## src/rtl/ps2_key_decoder_if.sv

```systemverilog
// Bundles the scan-code input and the command FIFO port of the PS/2 key decoder.
// The slave side is the decoder; the master side is whatever feeds bytes and pops commands.
interface ps2_key_decoder_if;
  logic [7:0]  ps2_data;
  logic        ps2_frame_clk;
  logic        cmd_ready;
  logic [15:0] cmd_word;
  logic        cmd_valid;
  logic [4:0]  key_held;
  logic        overflow;

  modport master (
    output ps2_data, ps2_frame_clk, cmd_ready,
    input  cmd_word, cmd_valid, key_held, overflow
  );

  modport slave (
    input  ps2_data, ps2_frame_clk, cmd_ready,
    output cmd_word, cmd_valid, key_held, overflow
  );
endinterface

```

## src/rtl/ps2_key_decoder.sv

```systemverilog
// PS/2 scan-code to Tetris command decoder.
// Synchronizes the receiver's frame strobe, parses make/break/E0 sequences,
// tracks held keys and queues new presses in a small command FIFO.
module ps2_key_decoder #(
  parameter int FIFO_DEPTH = 4
) (
  input  logic              clk,
  input  logic              reset,
  ps2_key_decoder_if.slave  bus
);

  localparam int AW = $clog2(FIFO_DEPTH);
  localparam int PW = AW + 1;

  typedef enum logic [1:0] {
    IDLE    = 2'd0,
    EXT     = 2'd1,
    BRK     = 2'd2,
    EXT_BRK = 2'd3
  } state_t;

  // Base (single-byte) scan codes to command value; 0 = not a game key
  function automatic logic [2:0] base_code(input logic [7:0] b);
    logic [2:0] c;
    c = 3'd0;
    case (b)
      8'h1C:   c = 3'd1;
      8'h23:   c = 3'd2;
      8'h1D:   c = 3'd3;
      8'h1B:   c = 3'd4;
      8'h29:   c = 3'd5;
      default: c = 3'd0;
    endcase
    return c;
  endfunction

  // E0-extended scan codes to command value; 0 = not a game key
  function automatic logic [2:0] ext_code(input logic [7:0] b);
    logic [2:0] c;
    c = 3'd0;
    case (b)
      8'h6B:   c = 3'd1;
      8'h74:   c = 3'd2;
      8'h75:   c = 3'd3;
      8'h72:   c = 3'd4;
      default: c = 3'd0;
    endcase
    return c;
  endfunction

  // Keyboard status/response bytes that can never be part of a key sequence
  function automatic logic is_abort(input logic [7:0] b);
    logic a;
    case (b)
      8'h00, 8'hAA, 8'hE1, 8'hEE, 8'hFA, 8'hFE, 8'hFF: a = 1'b1;
      default:                                         a = 1'b0;
    endcase
    return a;
  endfunction

  // Command value to its key_held bit
  function automatic logic [4:0] cmd_mask(input logic [2:0] c);
    logic [4:0] m;
    case (c)
      3'd1:    m = 5'b00001;
      3'd2:    m = 5'b00010;
      3'd3:    m = 5'b00100;
      3'd4:    m = 5'b01000;
      3'd5:    m = 5'b10000;
      default: m = 5'b00000;
    endcase
    return m;
  endfunction

  logic          s1, s2, s3;
  logic          byte_evt;
  logic          byte_pulse;
  logic [7:0]    byte_r;

  state_t        state, state_nxt;
  logic [2:0]    make_cmd, brk_cmd;
  logic [4:0]    key_held_r;
  logic          push_req;

  logic [2:0]    mem [FIFO_DEPTH];
  logic [PW-1:0] wptr, rptr;
  logic          full, empty, pop, do_push;
  logic          overflow_r;

  // Strobe synchronizer; preset to 1 so a strobe already high at reset is not seen as an edge
  always_ff @(posedge clk or posedge reset) begin
    if (reset) begin
      s1 <= 1'b1;
      s2 <= 1'b1;
      s3 <= 1'b1;
      byte_pulse <= 1'b0;
    end else begin
      s1 <= bus.ps2_frame_clk;
      s2 <= s1;
      s3 <= s2;
      byte_pulse <= byte_evt;
    end
  end

  assign byte_evt = s2 & ~s3;

  // Capture the scan-code byte; the receiver holds it stable long after the strobe
  always_ff @(posedge clk) begin
    if (byte_evt) byte_r <= bus.ps2_data;
  end

  // Decode the current byte against the parser state into next state and make/break events
  always_comb begin
    state_nxt = state;
    make_cmd  = 3'd0;
    brk_cmd   = 3'd0;
    if (byte_pulse) begin
      if (is_abort(byte_r)) begin
        state_nxt = IDLE;
      end else begin
        case (state)
          IDLE: begin
            if (byte_r == 8'hE0)      state_nxt = EXT;
            else if (byte_r == 8'hF0) state_nxt = BRK;
            else                      make_cmd  = base_code(byte_r);
          end
          EXT: begin
            if (byte_r == 8'hF0) begin
              state_nxt = EXT_BRK;
            end else begin
              make_cmd  = ext_code(byte_r);
              state_nxt = IDLE;
            end
          end
          BRK: begin
            brk_cmd   = base_code(byte_r);
            state_nxt = IDLE;
          end
          EXT_BRK: begin
            brk_cmd   = ext_code(byte_r);
            state_nxt = IDLE;
          end
          default: state_nxt = IDLE;
        endcase
      end
    end
  end

  // Only the first make of a key queues a command; typematic repeats are absorbed
  assign push_req = (make_cmd != 3'd0) && ((key_held_r & cmd_mask(make_cmd)) == 5'b00000);

  // Parser state and held-key bitmap
  always_ff @(posedge clk or posedge reset) begin
    if (reset) begin
      state      <= IDLE;
      key_held_r <= 5'b00000;
    end else begin
      state      <= state_nxt;
      key_held_r <= (key_held_r | cmd_mask(make_cmd)) & ~cmd_mask(brk_cmd);
    end
  end

  assign empty   = (wptr == rptr);
  assign full    = ((wptr ^ rptr) == {1'b1, {AW{1'b0}}});
  assign pop     = bus.cmd_ready & ~empty;
  assign do_push = push_req & (~full | pop);

  // FIFO pointers and sticky overflow; a pop frees the slot for a same-cycle push when full
  always_ff @(posedge clk or posedge reset) begin
    if (reset) begin
      wptr       <= '0;
      rptr       <= '0;
      overflow_r <= 1'b0;
    end else begin
      if (do_push)                  wptr       <= wptr + 1'b1;
      if (pop)                      rptr       <= rptr + 1'b1;
      if (push_req & full & ~pop)   overflow_r <= 1'b1;
    end
  end

  // FIFO storage; contents are don't-care while the slot is unoccupied
  always_ff @(posedge clk) begin
    if (do_push) mem[wptr[AW-1:0]] <= make_cmd;
  end

  assign bus.cmd_valid = ~empty;
  assign bus.cmd_word  = empty ? 16'h0000 : {13'b0, mem[rptr[AW-1:0]]};
  assign bus.key_held  = key_held_r;
  assign bus.overflow  = overflow_r;

endmodule

```

## src/flat_wrapper.sv

```systemverilog
// flat-port wrapper written by rule: the top's interface ports become plain ports
module ps2_key_decoder_flat 
#(
  parameter int FIFO_DEPTH = 4
)
  (clk, reset, bus_ps2_data, bus_ps2_frame_clk, bus_cmd_ready, bus_cmd_word, bus_cmd_valid, bus_key_held, bus_overflow);
  ps2_key_decoder_if bus_i ();
  input  logic clk;
  input  logic reset;
  input wire logic [$bits(bus_i.ps2_data)-1:0] bus_ps2_data;
  input wire logic [$bits(bus_i.ps2_frame_clk)-1:0] bus_ps2_frame_clk;
  input wire logic [$bits(bus_i.cmd_ready)-1:0] bus_cmd_ready;
  output wire logic [$bits(bus_i.cmd_word)-1:0] bus_cmd_word;
  output wire logic [$bits(bus_i.cmd_valid)-1:0] bus_cmd_valid;
  output wire logic [$bits(bus_i.key_held)-1:0] bus_key_held;
  output wire logic [$bits(bus_i.overflow)-1:0] bus_overflow;
  assign bus_i.ps2_data = bus_ps2_data;
  assign bus_i.ps2_frame_clk = bus_ps2_frame_clk;
  assign bus_i.cmd_ready = bus_cmd_ready;
  assign bus_cmd_word = bus_i.cmd_word;
  assign bus_cmd_valid = bus_i.cmd_valid;
  assign bus_key_held = bus_i.key_held;
  assign bus_overflow = bus_i.overflow;
  ps2_key_decoder #(.FIFO_DEPTH(FIFO_DEPTH)) u_core (.clk(clk), .reset(reset), .bus(bus_i));
endmodule
```

## config.mk

```make
export PLATFORM = sky130hd
export DESIGN_NAME = ps2_key_decoder_flat
export DESIGN_NICKNAME = d
export VERILOG_FILES = /design/src/rtl/ps2_key_decoder_if.sv /design/src/rtl/ps2_key_decoder.sv /design/src/flat_wrapper.sv
export SDC_FILE = /design/constraint.sdc
export NUM_CORES = 1
export LEC_CHECK = 0
export ABC_AREA = 1
export CAP_MARGIN = 20
export CORE_MARGIN = 10
export CORE_UTILIZATION = 25
export CTS_BUF_LIST = sky130_fd_sc_hd__clkbuf_4
export CTS_CLUSTER_DIAMETER = 30
export DETAILED_ROUTE_END_ITERATION = 8
export SETUP_SLACK_MARGIN = 0.2
export SLEW_MARGIN = 40
export SYNTH_ARGS = -nofsm -noshare
export SYNTH_HDL_FRONTEND = slang
export SYNTH_SLANG_ARGS = --single-unit
```

## constraint.sdc

```tcl
create_clock -name clk -period 2.43 [get_ports clk]
set_input_delay 0.243 -clock clk [delete_from_list [all_inputs] [get_ports clk]]
set_output_delay 0.243 -clock clk [all_outputs]
set_load 0.02 [all_outputs]
```

== Yosys cells after proc, flatten, opt, wreduce, memory -nomap -nowiden ==
Memory sizes are Yosys's and may differ from the RTL's.
Index checks and enable logic that the tools add are counted.

* Add/sub/neg operators: 2
* Multiply operators: 0
* Divide/modulo/power cells: 0
* $lt $le $gt $ge: 0
* Equal/unequal tests: 33
* Shift-type cells: 0
* Multiplexer cells: 23
* Bitwise operators: 15
* Reduce and logical (&&, ||, !) cells: 8

{| class="wikitable"
|+ Operators with widths
! operator !! count
|-
| $eq A8 B8 Y1 const B || 8
|-
| $pmux W5 S5 || 2
|-
| $eq A8 B7 Y1 const B || 4
|-
| $eq A8 B5 Y1 const B || 3
|-
| $mux W3 || 8
|-
| $eq A8 B6 Y1 const B || 2
|-
| $eq A3 B3 Y1 const B || 5
|-
| $pmux W3 S5 || 1
|-
| $eq A3 B2 Y1 const B || 4
|-
| $pmux W3 S2 || 2
|-
| $pmux W3 S4 || 1
|-
| $and A5 B5 Y5 || 2
|-
| $logic_not A8 Y1 || 1
|-
| $mux W2 || 4
|-
| $reduce_or A7 Y1 || 1
|-
| $add A3 B1 Y3 const B || 2
|-
| $eq A3 B1 Y1 const B || 2
|-
| $pmux W2 S3 || 1
|-
| $and A1 B1 Y1 || 5
|-
| $logic_not A5 Y1 || 1
|-
| $not A5 Y5 || 1
|-
| $or A5 B5 Y5 || 1
|-
| $eq A2 B2 Y1 const B || 2
|-
| $mux W1 || 4
|-
| other kinds (11) || 14
|}

* Bits in registers: 26
* Bits in latches: 0
* Memory bits (writable): 12
* Memory bits (read-only): 0
* Bits of input ports: 12
* Logic and storage cells: 92
* Memories: 1

{| class="wikitable"
|+ Memory list
! memory !! depth !! bits a word !! read ports !! clocked after Yosys merged registers in !! wr ports !! line !! text
|-
| u_core.mem || 4 || 3 || 1 || 0 || 1 || ps2_key_decoder.sv:85 || <nowiki>logic [2:0] mem [FIFO_DEPTH];</nowiki>
|}

== Depth between registers and ports, before layout ==
* Word-level depth: 15
* Gate-level depth with buffers: 16
* Depth with buffers taken out: 16

== Worst setup path before layout ==
OpenSTA, ideal clock, no wires.

* Kind: reg2reg
* From: register u_core.byte_r[3]
* To: memory u_core.mem[0][0], enable pin
* Data arrival time: 1.758 ns
* Required time: 2.111 ns
* Path slack: 0.353 ns
* Stages on the path, launching flop included: 14
* Path buffers: 0
* Clock period less this slack: 2.077 ns
* Cells stage by stage: edfxtp_1 -> nand2_1 -> inv_1 -> nand2_1 -> nand2_1 -> nand2_1 -> nand2_2 -> nor2_2 -> nand2_1 -> nor2_2 -> nor2_1 -> a21oi_4 -> nand3_2 -> nor2_1

* Word-level cells in the longest chain between the ends: 15

{| class="wikitable"
|+ Ends and longest elaborated chain
! element !! line !! text
|-
| start, declared || ps2_key_decoder.sv:78 || <nowiki>logic [7:0] byte_r;</nowiki>
|-
| start signal, assigned || ps2_key_decoder.sv:109 || <nowiki>if (byte_evt) byte_r <= bus.ps2_data;</nowiki>
|-
| $eq A8 B6 Y1 / $eq A8 B5 Y1 (equally long branches) || ps2_key_decoder.sv:26 || <nowiki>case (b)</nowiki>
|-
| $pmux W3 S5 || ps2_key_decoder.sv:26 ||
|-
| $mux W3 || ps2_key_decoder.sv:124 || <nowiki>else if (byte_r == 8'hF0) state_nxt = BRK;</nowiki>
|-
| $mux W3 || ps2_key_decoder.sv:123 || <nowiki>if (byte_r == 8'hE0) state_nxt = EXT;</nowiki>
|-
| $pmux W3 S2 || ps2_key_decoder.sv:121 || <nowiki>case (state)</nowiki>
|-
| $mux W3 * || ps2_key_decoder.sv:118 || <nowiki>if (is_abort(byte_r)) begin</nowiki>
|-
| $mux W3 * || ps2_key_decoder.sv:117 || <nowiki>if (byte_pulse) begin</nowiki>
|-
| named net u_core.make_cmd[2] || ps2_key_decoder.sv:81 || <nowiki>logic [2:0] make_cmd, brk_cmd;</nowiki>
|-
| $eq A3 B3 Y1, or another cell as far along || ps2_key_decoder.sv:64 || <nowiki>case (c)</nowiki>
|-
| $pmux W5 S5 || ps2_key_decoder.sv:64 ||
|-
| $and A5 B5 Y5 || ps2_key_decoder.sv:150 || <nowiki>assign push_req = (make_cmd != 3'd0) && ((key_held_r & cmd_mask(make_cmd)) == 5'b00000);</nowiki>
|-
| $logic_not A5 Y1 || ps2_key_decoder.sv:150 ||
|-
| $logic_and A1 B1 Y1 * || ps2_key_decoder.sv:150 ||
|-
| $and A1 B1 Y1 * || ps2_key_decoder.sv:166 || <nowiki>assign do_push = push_req & (~full | pop);</nowiki>
|-
| $mux W1 * || ps2_key_decoder.sv:183 || <nowiki>if (do_push) mem[wptr[AW-1:0]] <= make_cmd;</nowiki>
|-
| $mux W1 (implied by the code) * || ps2_key_decoder.sv:183 ||
|-
| end, declared || ps2_key_decoder.sv:85 ||
|}

Mark *: on every way through the listed nets, which the timed path passes. The rest lies on a longest branch. The select of a mux whose other input is x is not followed.

== Worst setup path after layout ==
* From: register u_core.byte_r[3]
* To: memory u_core.mem[0][0], enable pin

* Word-level cells in the longest chain between the ends: 15

{| class="wikitable"
|+ Ends and longest elaborated chain
! element !! line
|-
| $eq A8 B6 Y1 / $eq A8 B5 Y1 (equally long branches) || ps2_key_decoder.sv:26
|-
| $pmux W3 S5 || ps2_key_decoder.sv:26
|-
| $mux W3 || ps2_key_decoder.sv:124
|-
| $mux W3 || ps2_key_decoder.sv:123
|-
| $pmux W3 S2 || ps2_key_decoder.sv:121
|-
| $mux W3 * || ps2_key_decoder.sv:118
|-
| $mux W3 * || ps2_key_decoder.sv:117
|-
| $eq A3 B3 Y1, or another cell as far along || ps2_key_decoder.sv:64
|-
| $pmux W5 S5 || ps2_key_decoder.sv:64
|-
| $and A5 B5 Y5 || ps2_key_decoder.sv:150
|-
| $logic_not A5 Y1 || ps2_key_decoder.sv:150
|-
| $logic_and A1 B1 Y1 * || ps2_key_decoder.sv:150
|-
| $and A1 B1 Y1 * || ps2_key_decoder.sv:166
|-
| $mux W1 * || ps2_key_decoder.sv:183
|-
| $mux W1 (implied by the code) * || ps2_key_decoder.sv:183
|}

Every way passes the cells marked *; elsewhere a longest branch is shown, timed or not. The select of a mux whose other input is x is not followed.

==> impl_metrics.json <==
{
  "syn_inst": 265,
  "cts-root-buf": "clkbuf_4",
  "synthFlopType": "edfxtp_1",
  "setup_viol": 0,
  "gr-total-overflow": 0,
  "slew_viol_final": 0,
  "synth-seq-area-share_pct": 48.4,
  "hold_path.class": "in2async",
  "post-route-period-util_pct": 94.0,
  "p_per_area_nw_per_um2": 722,
  "cp_slowest_cell": "edfxtp_1",
  "grt_pass1_wl_mm": 8.12,
  "worst_r2r_path_depth": 13,
  "max_freq_mhz": 438,
  "drive_gt1_share_pct": 21.2,
  "total_leakage_power_nw": 1.19,
  "drv_cap": 0,
  "critical_path_arrival_ns": 2.33,
  "vias": 1778,
  "die_height_um": 113,
  "grt_pass1_vias": 1801,
  "cts_tree": "built",
  "cts_buffers": 5,
  "numPortBuffers": 21,
  "drt_wl_total_mm": 4.82,
  "yosys_warnings": 0,
  "skew_ns": 0.0173,
  "cts_max_level": 2,
  "status": "finished, final reports clean",
  "drt-initial-drc-count": 54,
  "ant_nets": 0,
  "path_buf_inv": 1,
  "total_power_mw": 1.97,
  "syn2layout_area_growth_pct": 25.2,
  "path_class": "reg2reg",
  "core_region_area_um2": 8340,
  "antenna_found_initial": 1,
  "rows": 33,
  "synth_area_um2": 2180,
  "gp_congestion": 0.860,
  "grt_max_degree": 19,
  "cts_buffer_depth": 2,
  "start_util_pct": 26.1,
  "ir_drop_mv": 0.376,
  "layout_min_cycle_time_ns": 2.28,
  "drcViolationCount": 0,
  "finalHoldViolCount": 0,
  "end_kind": "flop",
  "async_flop_share_pct": 47.4,
  "tightest_slew_ns": 0.744,
  "critPathRequiredTime_ns": 2.48,
  "cp_top_family": "simple AND/OR/NAND/NOR gates",
  "crit_chain": "nand2_2 > inv_2 > nand2_1 > nand2_1 > nand2_1 > nand2_2 > nor3_4 > nand2_2 > nand2_2 > nor2_2 > a21oi_4 > nand3_4 > nor2_4",
  "rsz0062_at_grt": "yes",
  "die_x_um": 113,
  "dr.pass1.iters": 4,
  "clock_sinks": 38,
  "dp_hpwl_mm": 3.57,
  "syn_avg_cell_area_um2": 8.22,
  "clkTransAtPathRegs_ns": 0.13,
  "setup_tns_ns": 0,
  "io_pins": 35,
  "worst-path-stages": 13,
  "slew_headroom_pct": 50.2,
  "start_kind": "flop",
  "fin_nets": 318,
  "crit_top_cell": "nand2_2",
  "fin_ws_ns": 0.146,
  "grt_use_total_pct": 7.61,
  "crit_fanout": 6,
  "max_stage_delay_ns": 0.50,
  "die-area_um2": 12800,
  "netlist-cell-type-count": 34,
  "clk-insertion-delay-late_ns": 0.34,
  "wl_per_cell_um": 11.8,
  "synth_edf_count": 20,
  "avgViaCountPerCell": 4.36,
  "place_ws_ns": 0.0177,
  "ys_ff_latch": 38
}
## worst paths after layout
| kind | start | endpoint | slack, ns |
|---|---|---|---|
| worst max-delay path | u_core.byte_r[3]$_DFFE_PP_ | u_core.mem[0][0]$_DFFE_PP_ | 0.15 |
| max in group asynchronous | reset | u_core.rptr[0]$_DFFE_PP0P_ | 1.63 |
| worst min-delay path | reset | u_core.byte_pulse$_DFF_PP0_ | 0.30 |
| worst min register to register | u_core.s1$_DFF_PP1_ | u_core.s2$_DFF_PP1_ | 0.36 |
| min in group clk | bus_ps2_frame_clk | u_core.s1$_DFF_PP1_ | 0.31 |
| worst max register to register | u_core.byte_r[3]$_DFFE_PP_ | u_core.mem[0][0]$_DFFE_PP_ | 0.15 |
## cells by family after synthesis
kind of cell             synth area share (%)
AND/OR/NAND/NOR                          27.9
buffers and inverters                    11.1
flip-flops                               48.4
AO/OA/AOI/OAI                            7.36
adder cells (fa/ha/maj)                  2.87
XOR/XNOR                                 1.61
other                                   0.172
multiplexers                            0.517
## report_power, final
part	internal [mW]	switching [mW]
Sequential	0.749	0.0935
Combinational	0.232	0.366
Clock	0.317	0.211
Total	1.30	0.670
## cell usage in the layout (no fill, tap or decap), types with 2 or more instances in the layout
master           synthesis  routed
clkdlybuf4s50_1          0      17
inv_1                   29      27
nor2_1                  46      38
nand2_1                 67      58
o21ai_0                  6       6
clkdlybuf4s15_1          0       2
nand2_2                  5      14
inv_2                    6       8
nor2_4                   1       6
bufinv_16                0       2
clkinv_1                 1       2
nand4_1                  4       4
nand3_1                 13      13
xnor2_1                  2       2
xor2_1                   2       2
edfxtp_1                20      20
clkbuf_4                 0       5
conb_1                   1      13
a21oi_1                  6       6
o32ai_1                  3       3
dfrtp_2                  0       2
dfrtp_1                 15      13
ha_1                     5       5
nor2_2                   4       7
dfstp_2                  3       3
buf_4                   13      11
## repair_timing
| action | in CTS | in global routing |
|---|---|---|
| buffers inserted | 7 | 3 |
| hold buffers | 0 | 0 |
| resized for setup | 22 | 12 |
| endpoints found under the setup margin | 15 | 18 |
| pin swaps | 7 | 7 |
## final cells by class
type,count,area (µm²)
Antenna cell,1,2.50
Clock buffer,5,37.5
Clock inverter,3,63.8
Fill cell,875,5610
Inverter,36,135
Multi-Input combinational cell,188,1000
Sequential cell,38,1060
Tap cell,105,131
Timing Repair Buffer,32,294
## per-stage QoR
step | hold slack [ns] | cell area (µm²) | instances | utilization (%)
global route | 0.288 | 2730 | 408 | 32.7
floorplan | 0.179 | 2220 | 277 | -
global placement | 0.349 | 2460 | 389 | 29.6
detailed placement | 0.347 | 2460 | 389 | 29.6
finish | 0.301 | 2730 | 408 | 32.7
CTS | 0.292 | 2680 | 404 | 32.1
## per-layer routing
metal / track usage [%] / up-vias / routed length [µm]
met5: 0 / - / 0
li1: - / 903 / -
met4: 3.64 / 0 / 115
met3: 2.27 / 10 / 250
met1: 7.91 / 816 / 2030
met2: 13.7 / 49 / 2420
## cell usage after synthesis (2+ instances only)
library cell	number	area, µm²
a21oi_1	6	30.0
buf_4	13	97.6
dfrtp_1	15	375
dfstp_2	3	78.8
edfxtp_1	20	601
ha_1	5	62.6
inv_1	29	109
inv_2	6	22.5
nand2_1	67	251
nand2_2	5	31.3
nand3_1	13	65.1
nand4_1	4	25.0
nor2_1	46	173
nor2_2	4	25.0
o21ai_0	6	30.0
o32ai_1	3	26.3
xnor2_1	2	17.5
xor2_1	2	17.5
## state kept, by name (all words and copies together) (netlist names)
register / cells
u_core.rptr: 3
u_core.bus.key_held: 5
u_core.bus.overflow: 1
u_core.byte_pulse: 1
u_core.s3: 1
u_core.byte_r: 8
u_core.state: 2
u_core.s2: 1
u_core.wptr: 3
u_core.mem: 12
u_core.s1: 1
Note: power is estimated with default switching activity, not from simulation.
